File: config.mk
export PLATFORM = sky130hd
export DESIGN_NAME = approx_seq_mul
export DESIGN_NICKNAME = d
export VERILOG_FILES = /design/src/rtl/approx_seq_mul.sv
export SDC_FILE = /design/constraint.sdc
export NUM_CORES = 1
export LEC_CHECK = 0
export ABC_AREA = 1
export CAP_MARGIN = 20
export CORE_MARGIN = 1.5
export CORE_UTILIZATION = 25
export CTS_CLUSTER_SIZE = 10
export DETAILED_ROUTE_END_ITERATION = 6
export PLACE_DENSITY = 0.51
export SYNTH_ARGS = -nofsm -noshare
export SYNTH_HDL_FRONTEND = slang
export SYNTH_SLANG_ARGS = --single-unit
File: constraint.sdc
create_clock -name clk -period 3.5 [get_ports clk]
set_input_delay 0.7 -clock clk [delete_from_list [all_inputs] [get_ports clk]]
set_output_delay 0.7 -clock clk [all_outputs]
set_load 0.05 [all_outputs]
File: src/rtl/approx_seq_mul.sv
// Multi-cycle shift-add unsigned multiplier with a runtime exact/approximate mode.
// Approximate mode drops the low TRUNC partial-product columns and adds COMP, saturating.
module approx_seq_mul #(
  parameter int                 WIDTH = 6,
  parameter int                 TRUNC = 4,
  parameter logic [2*WIDTH-1:0] COMP  = 8
) (
  input  logic                 clk,
  input  logic                 rst,
  input  logic                 in_valid,
  output logic                 in_ready,
  input  logic [WIDTH-1:0]     a,
  input  logic [WIDTH-1:0]     b,
  input  logic                 approx_en,
  output logic                 out_valid,
  input  logic                 out_ready,
  output logic [2*WIDTH-1:0]   p,
  output logic                 p_approx,
  output logic                 busy
);

  localparam int PW = 2 * WIDTH;
  localparam int CW = $clog2(WIDTH);

  localparam logic [1:0] S_IDLE = 2'd0;
  localparam logic [1:0] S_CALC = 2'd1;
  localparam logic [1:0] S_DONE = 2'd2;

  logic [1:0]       state_q, state_d;
  logic [WIDTH-1:0] a_q, a_d;
  logic [WIDTH-1:0] b_q, b_d;
  logic             approx_q, approx_d;
  logic [PW-1:0]    acc_q, acc_d;
  logic [CW-1:0]    cnt_q, cnt_d;
  logic [PW-1:0]    p_q, p_d;
  logic             p_approx_q, p_approx_d;

  logic [PW-1:0]    mask;
  logic [PW-1:0]    pp;
  logic [PW-1:0]    acc_sum;
  logic [PW:0]      comp_sum;
  logic [PW-1:0]    approx_result;
  logic             last_step;

  // Truncated columns are masked off only while the captured mode is approximate.
  generate
    for (genvar gi = 0; gi < PW; gi++) begin : g_mask
      assign mask[gi] = !(approx_q && (gi < TRUNC));
    end
  endgenerate

  assign pp        = b_q[cnt_q] ? ((({{WIDTH{1'b0}}, a_q}) << cnt_q) & mask) : '0;
  assign acc_sum   = acc_q + pp;
  assign last_step = (cnt_q == CW'(WIDTH - 1));
  assign comp_sum  = {1'b0, acc_sum} + {1'b0, COMP};

  always_comb begin
    approx_result = '0;
    if (a_q != '0 && b_q != '0) begin
      approx_result = comp_sum[PW] ? '1 : comp_sum[PW-1:0];
    end
  end

  always_comb begin
    state_d    = state_q;
    a_d        = a_q;
    b_d        = b_q;
    approx_d   = approx_q;
    acc_d      = acc_q;
    cnt_d      = cnt_q;
    p_d        = p_q;
    p_approx_d = p_approx_q;
    case (state_q)
      S_IDLE: begin
        if (in_valid) begin
          a_d      = a;
          b_d      = b;
          approx_d = approx_en;
          acc_d    = '0;
          cnt_d    = '0;
          state_d  = S_CALC;
        end
      end
      S_CALC: begin
        acc_d = acc_sum;
        cnt_d = cnt_q + CW'(1);
        if (last_step) begin
          cnt_d      = '0;
          p_d        = approx_q ? approx_result : acc_sum;
          p_approx_d = approx_q;
          state_d    = S_DONE;
        end
      end
      S_DONE: begin
        if (out_ready) begin
          state_d = S_IDLE;
        end
      end
      default: state_d = S_IDLE;
    endcase
  end

  always_ff @(posedge clk) begin
    if (rst) begin
      state_q    <= S_IDLE;
      a_q        <= '0;
      b_q        <= '0;
      approx_q   <= 1'b0;
      acc_q      <= '0;
      cnt_q      <= '0;
      p_q        <= '0;
      p_approx_q <= 1'b0;
    end else begin
      state_q    <= state_d;
      a_q        <= a_d;
      b_q        <= b_d;
      approx_q   <= approx_d;
      acc_q      <= acc_d;
      cnt_q      <= cnt_d;
      p_q        <= p_d;
      p_approx_q <= p_approx_d;
    end
  end

  assign in_ready  = (state_q == S_IDLE);
  assign out_valid = (state_q == S_DONE);
  assign busy      = (state_q != S_IDLE);
  assign p         = p_q;
  assign p_approx  = p_approx_q;

endmodule
==> out/qor.csv <==
metric,value,unit
clock sinks,43,
Via-to-Cell Ratio,4.412,
fraction of final layout cells with drive strength greater than 1,0.1431,
clock input transition at the sequential cells of the worst setup and hold paths,0.07,ns
cell accounting for the most synthesized area,sky130_fd_sc_hd__dfxtp_1,
All-Layer GR Usage,0.1335,
compound-cell area share of the yosys netlist,0.1690,
share of synthesized area occupied by flip-flops and latches,0.2782,
ANT nets after route,0,
total overflow reported by the global router,0,
transition time at the pin with the least slew margin,0.7397,ns
Syn Area/Cell,6.420,um2
number of global-route vias before repair,2905,
"slowest stage cell, crit path",sky130_fd_sc_hd__dfxtp_2,
layout overhead on the synthesized area,24.30,%
net count of the finished layout,546,
Clock H-tree levels,2,
highest ir drop seen on vdd,0.1734,mV
DIE AREA,13050,um2
count of flip-flops with a built-in enable after synthesis,0,
prevailing post-synth register cell,sky130_fd_sc_hd__dfxtp_1,
unrepaired setup endpoints after global routing,true,
area share of the largest cell type after synthesis,0.2782,
xor/xnor share of the synthesized area,0.005661,
Hold Path Class,reg2reg,
data required time of the worst path,3.68,ns
maximum frequency from static timing analysis,0.3126,GHz
vertical extent of the die,114.3,um
initial core utilization,0.2565,
Netlist cell types,39,
Antenna diodes,0,
worst clock skew,0.006803,ns
dpl hpwl,6385,um
Via Count,3022,
"Worst Path Class, Setup",reg2reg,
die width,114.3,um
post-synthesis mux area share,0.003235,
buffer count from post-CTS setup fixing,0,
number of maximum-capacitance constraint violations,0,
Synth warnings,0,
Yosys reg bits,43,
r2r worst-path depth,23,
later-pin clock latency in the skew report,0.29,ns
asr flop ratio synth,0,
largest family of logic cells by synthesized area,simple AND/OR/NAND/NOR gates,
result of the run,"finished, final reports clean",
most frequently used cell type in the post-synthesis netlist,sky130_fd_sc_hd__nand2_1,
number of top-level pins,33,
"share of synthesized cell area in and, or, nand and nor gates",0.3797,
buffer cell driving the clock tree root,sky130_fd_sc_hd__clkbuf_16,
adder-cell share of the synthesized area,0.05499,
IO Port Bufs,32,
library cell appearing most often on the critical path,sky130_fd_sc_hd__nand2_1,
clock tree from TritonCTS,yes,
worst endpoint data arrival time,3.38,ns
pin count of the biggest net entering global routing,24,
cell breakdown of the critical path,inv_1 -> nor2_1 -> inv_1 -> nor2_1 -> o31ai_1 -> nand2_1 -> nand2_1 -> nand3_2 -> nor4_2 -> ha_2 -> fa_2 -> nand2_2 -> nand2_2 -> nand3b_1 -> nand2_2 -> ha_1 -> nand3_1 -> nor3_4 -> nand2_1 -> nand2_1 -> nand3_2 -> nand2_1 -> a21oi_2,
number of CTS-inserted buffers,5,
Pins Over Slew Limit,0,
gate count of the mapped netlist,482,
Post-Synthesis Net Count,512,
kind of start point of the critical path,register,
overall power of the completed layout,1.333,mW
buffer levels on the longest clock path,2,
first-pass GRT wire length,13790,um
endpoint class of the critical path,register,
hold path cells,2,
Final Hold Vio Count,0,
Leak Pwr,1.795,nW
setup violators final,0,
wire length per cell,12.16,um
Worst slew margin,0.5063,
DRC violation count after routing,0,
P per Cell Area,346.7,nW/um2
iteration count of the initial detailed-routing pass,4,
final period demand of the worst path,3.199,ns
GPL Wtd Cong,0.8360,
number of design-rule violations left by the first detailed-router iteration,183,
CORE AREA,12060,um2
number of rows in the core area,40,
max incr delay on CP,0.35,ns
cell area after synthesis,3094,um2
Detailed Route WL,8330,um
antenna violations before repair,0,
leading post-synthesis cells by instance count,"121 x sky130_fd_sc_hd__nand2_1, 65 x sky130_fd_sc_hd__inv_1, 54 x sky130_fd_sc_hd__nor2_1, 43 x sky130_fd_sc_hd__dfxtp_1, 43 x sky130_fd_sc_hd__o21ai_0",
final worst path period share,0.9141,
largest fanout of any net on the critical path,7,
sum of negative setup slack,0,ns
main area contributors after synthesis,"sky130_fd_sc_hd__dfxtp_1 28%, sky130_fd_sc_hd__nand2_1 15%, sky130_fd_sc_hd__inv_1 7.9%",
[flip-flops by register name, summed over array words and instances, names as in the netlist]
name      cells
b_q           6
acc_q        12
cnt_q         3
state_q       2
approx_q      1
p            12
p_approx      1
a_q           6
[critical path, delay by kind of cell, from the launching register on]
kind / cells / cell delay [ns]
and+or+nand+nor: 16 / 1.67
adders and majority gates: 3 / 0.65
DFF: 1 / 0.35
AOI/OAI and AO/OA: 2 / 0.25
buffers and inverters: 2 / 0.16
[metal layers]
metal,GRT usage,vias up,wire length (um)
met4,0.03417,0,125
met1,0.1735,1349,4131
li1,-,1606,-
met2,0.2241,55,3807
met3,0.02965,12,266
met5,0,-,0
[worst paths after layout]
check                 from       end  slack (ns)
hold reg to reg   acc_q[2]  acc_q[2]        0.47
setup reg to reg  cnt_q[0]     p[11]        0.30
setup / recovery  cnt_q[0]     p[11]        0.30
hold / removal    acc_q[2]  acc_q[2]        0.47
[cell families (layout without fill, tap and decap cells)]
| kind of cell | after synthesis | in the layout |
|---|---|---|
| buffers and inverters | 85 | 120 |
| AND/OR/NAND/NOR | 244 | 244 |
| multiplexers | 1 | 1 |
| XOR/XNOR | 2 | 2 |
| adder cells (fa/ha/maj) | 13 | 13 |
| flip-flops | 43 | 43 |
| AO/OA/AOI/OAI | 94 | 94 |
[where the power goes]
group	leakage, nW	internal, mW	switching, mW
clock network	0.0911	0.409	0.201
logic	1.35	0.0748	0.128
registers	0.351	0.506	0.0151
total	1.80	0.990	0.343
[per-stage QoR]
step | std cells | cell area [um2] | hold slack (ns) | setup slack, ns | utilization
global placement | 677 | 3628 | 0.4563 | 0.3151 | 0.3008
CTS | 685 | 3817 | 0.4692 | 0.1805 | 0.3165
global route | 685 | 3846 | 0.4910 | -0.04933 | 0.3189
floorplan | 482 | 3094 | 0.4436 | 0.4312 | -
detailed placement | 677 | 3628 | 0.4609 | 0.2189 | 0.3008
finish | 685 | 3846 | 0.4712 | 0.3007 | 0.3189
[layout make-up]
cell class	instances	area, um2
fillers	1321	8215
multi-input cells	354	1919
flip-flops and latches	43	865.8
repair buffers	43	402.9
inverters	69	259.0
well taps	168	210.2
clock buffers	6	128.9
clock inverters	2	60.06
[placed cells by master (no fill, tap or decap), types with 2 or more instances in the layout]
cell type                           n
sky130_fd_sc_hd__a21oi_1           35
sky130_fd_sc_hd__a21oi_2            9
sky130_fd_sc_hd__buf_4             11
sky130_fd_sc_hd__bufinv_16          2
sky130_fd_sc_hd__clkbuf_16          5
sky130_fd_sc_hd__clkdlybuf4s50_1   32
sky130_fd_sc_hd__dfxtp_1           41
sky130_fd_sc_hd__ha_1              11
sky130_fd_sc_hd__inv_1             64
sky130_fd_sc_hd__inv_2              5
sky130_fd_sc_hd__nand2_1          121
sky130_fd_sc_hd__nand2_2           13
sky130_fd_sc_hd__nand2_4            4
sky130_fd_sc_hd__nand3_1           23
sky130_fd_sc_hd__nand3_2            5
sky130_fd_sc_hd__nand3_4            2
sky130_fd_sc_hd__nand3b_1           2
sky130_fd_sc_hd__nand4_1            3
sky130_fd_sc_hd__nor2_1            54
sky130_fd_sc_hd__nor2_2             4
sky130_fd_sc_hd__nor2_4             2
sky130_fd_sc_hd__nor2_8             2
sky130_fd_sc_hd__nor3_1             2
sky130_fd_sc_hd__nor4_1             3
sky130_fd_sc_hd__o21ai_0           42
sky130_fd_sc_hd__xor2_1             2
[repair_timing]
action                                  CTS  global route
endpoints found under the setup margin    0            12
hold buffers                              0             0
resized for setup                         0            11
No activity file was read; power rests on OpenSTA's default activity.
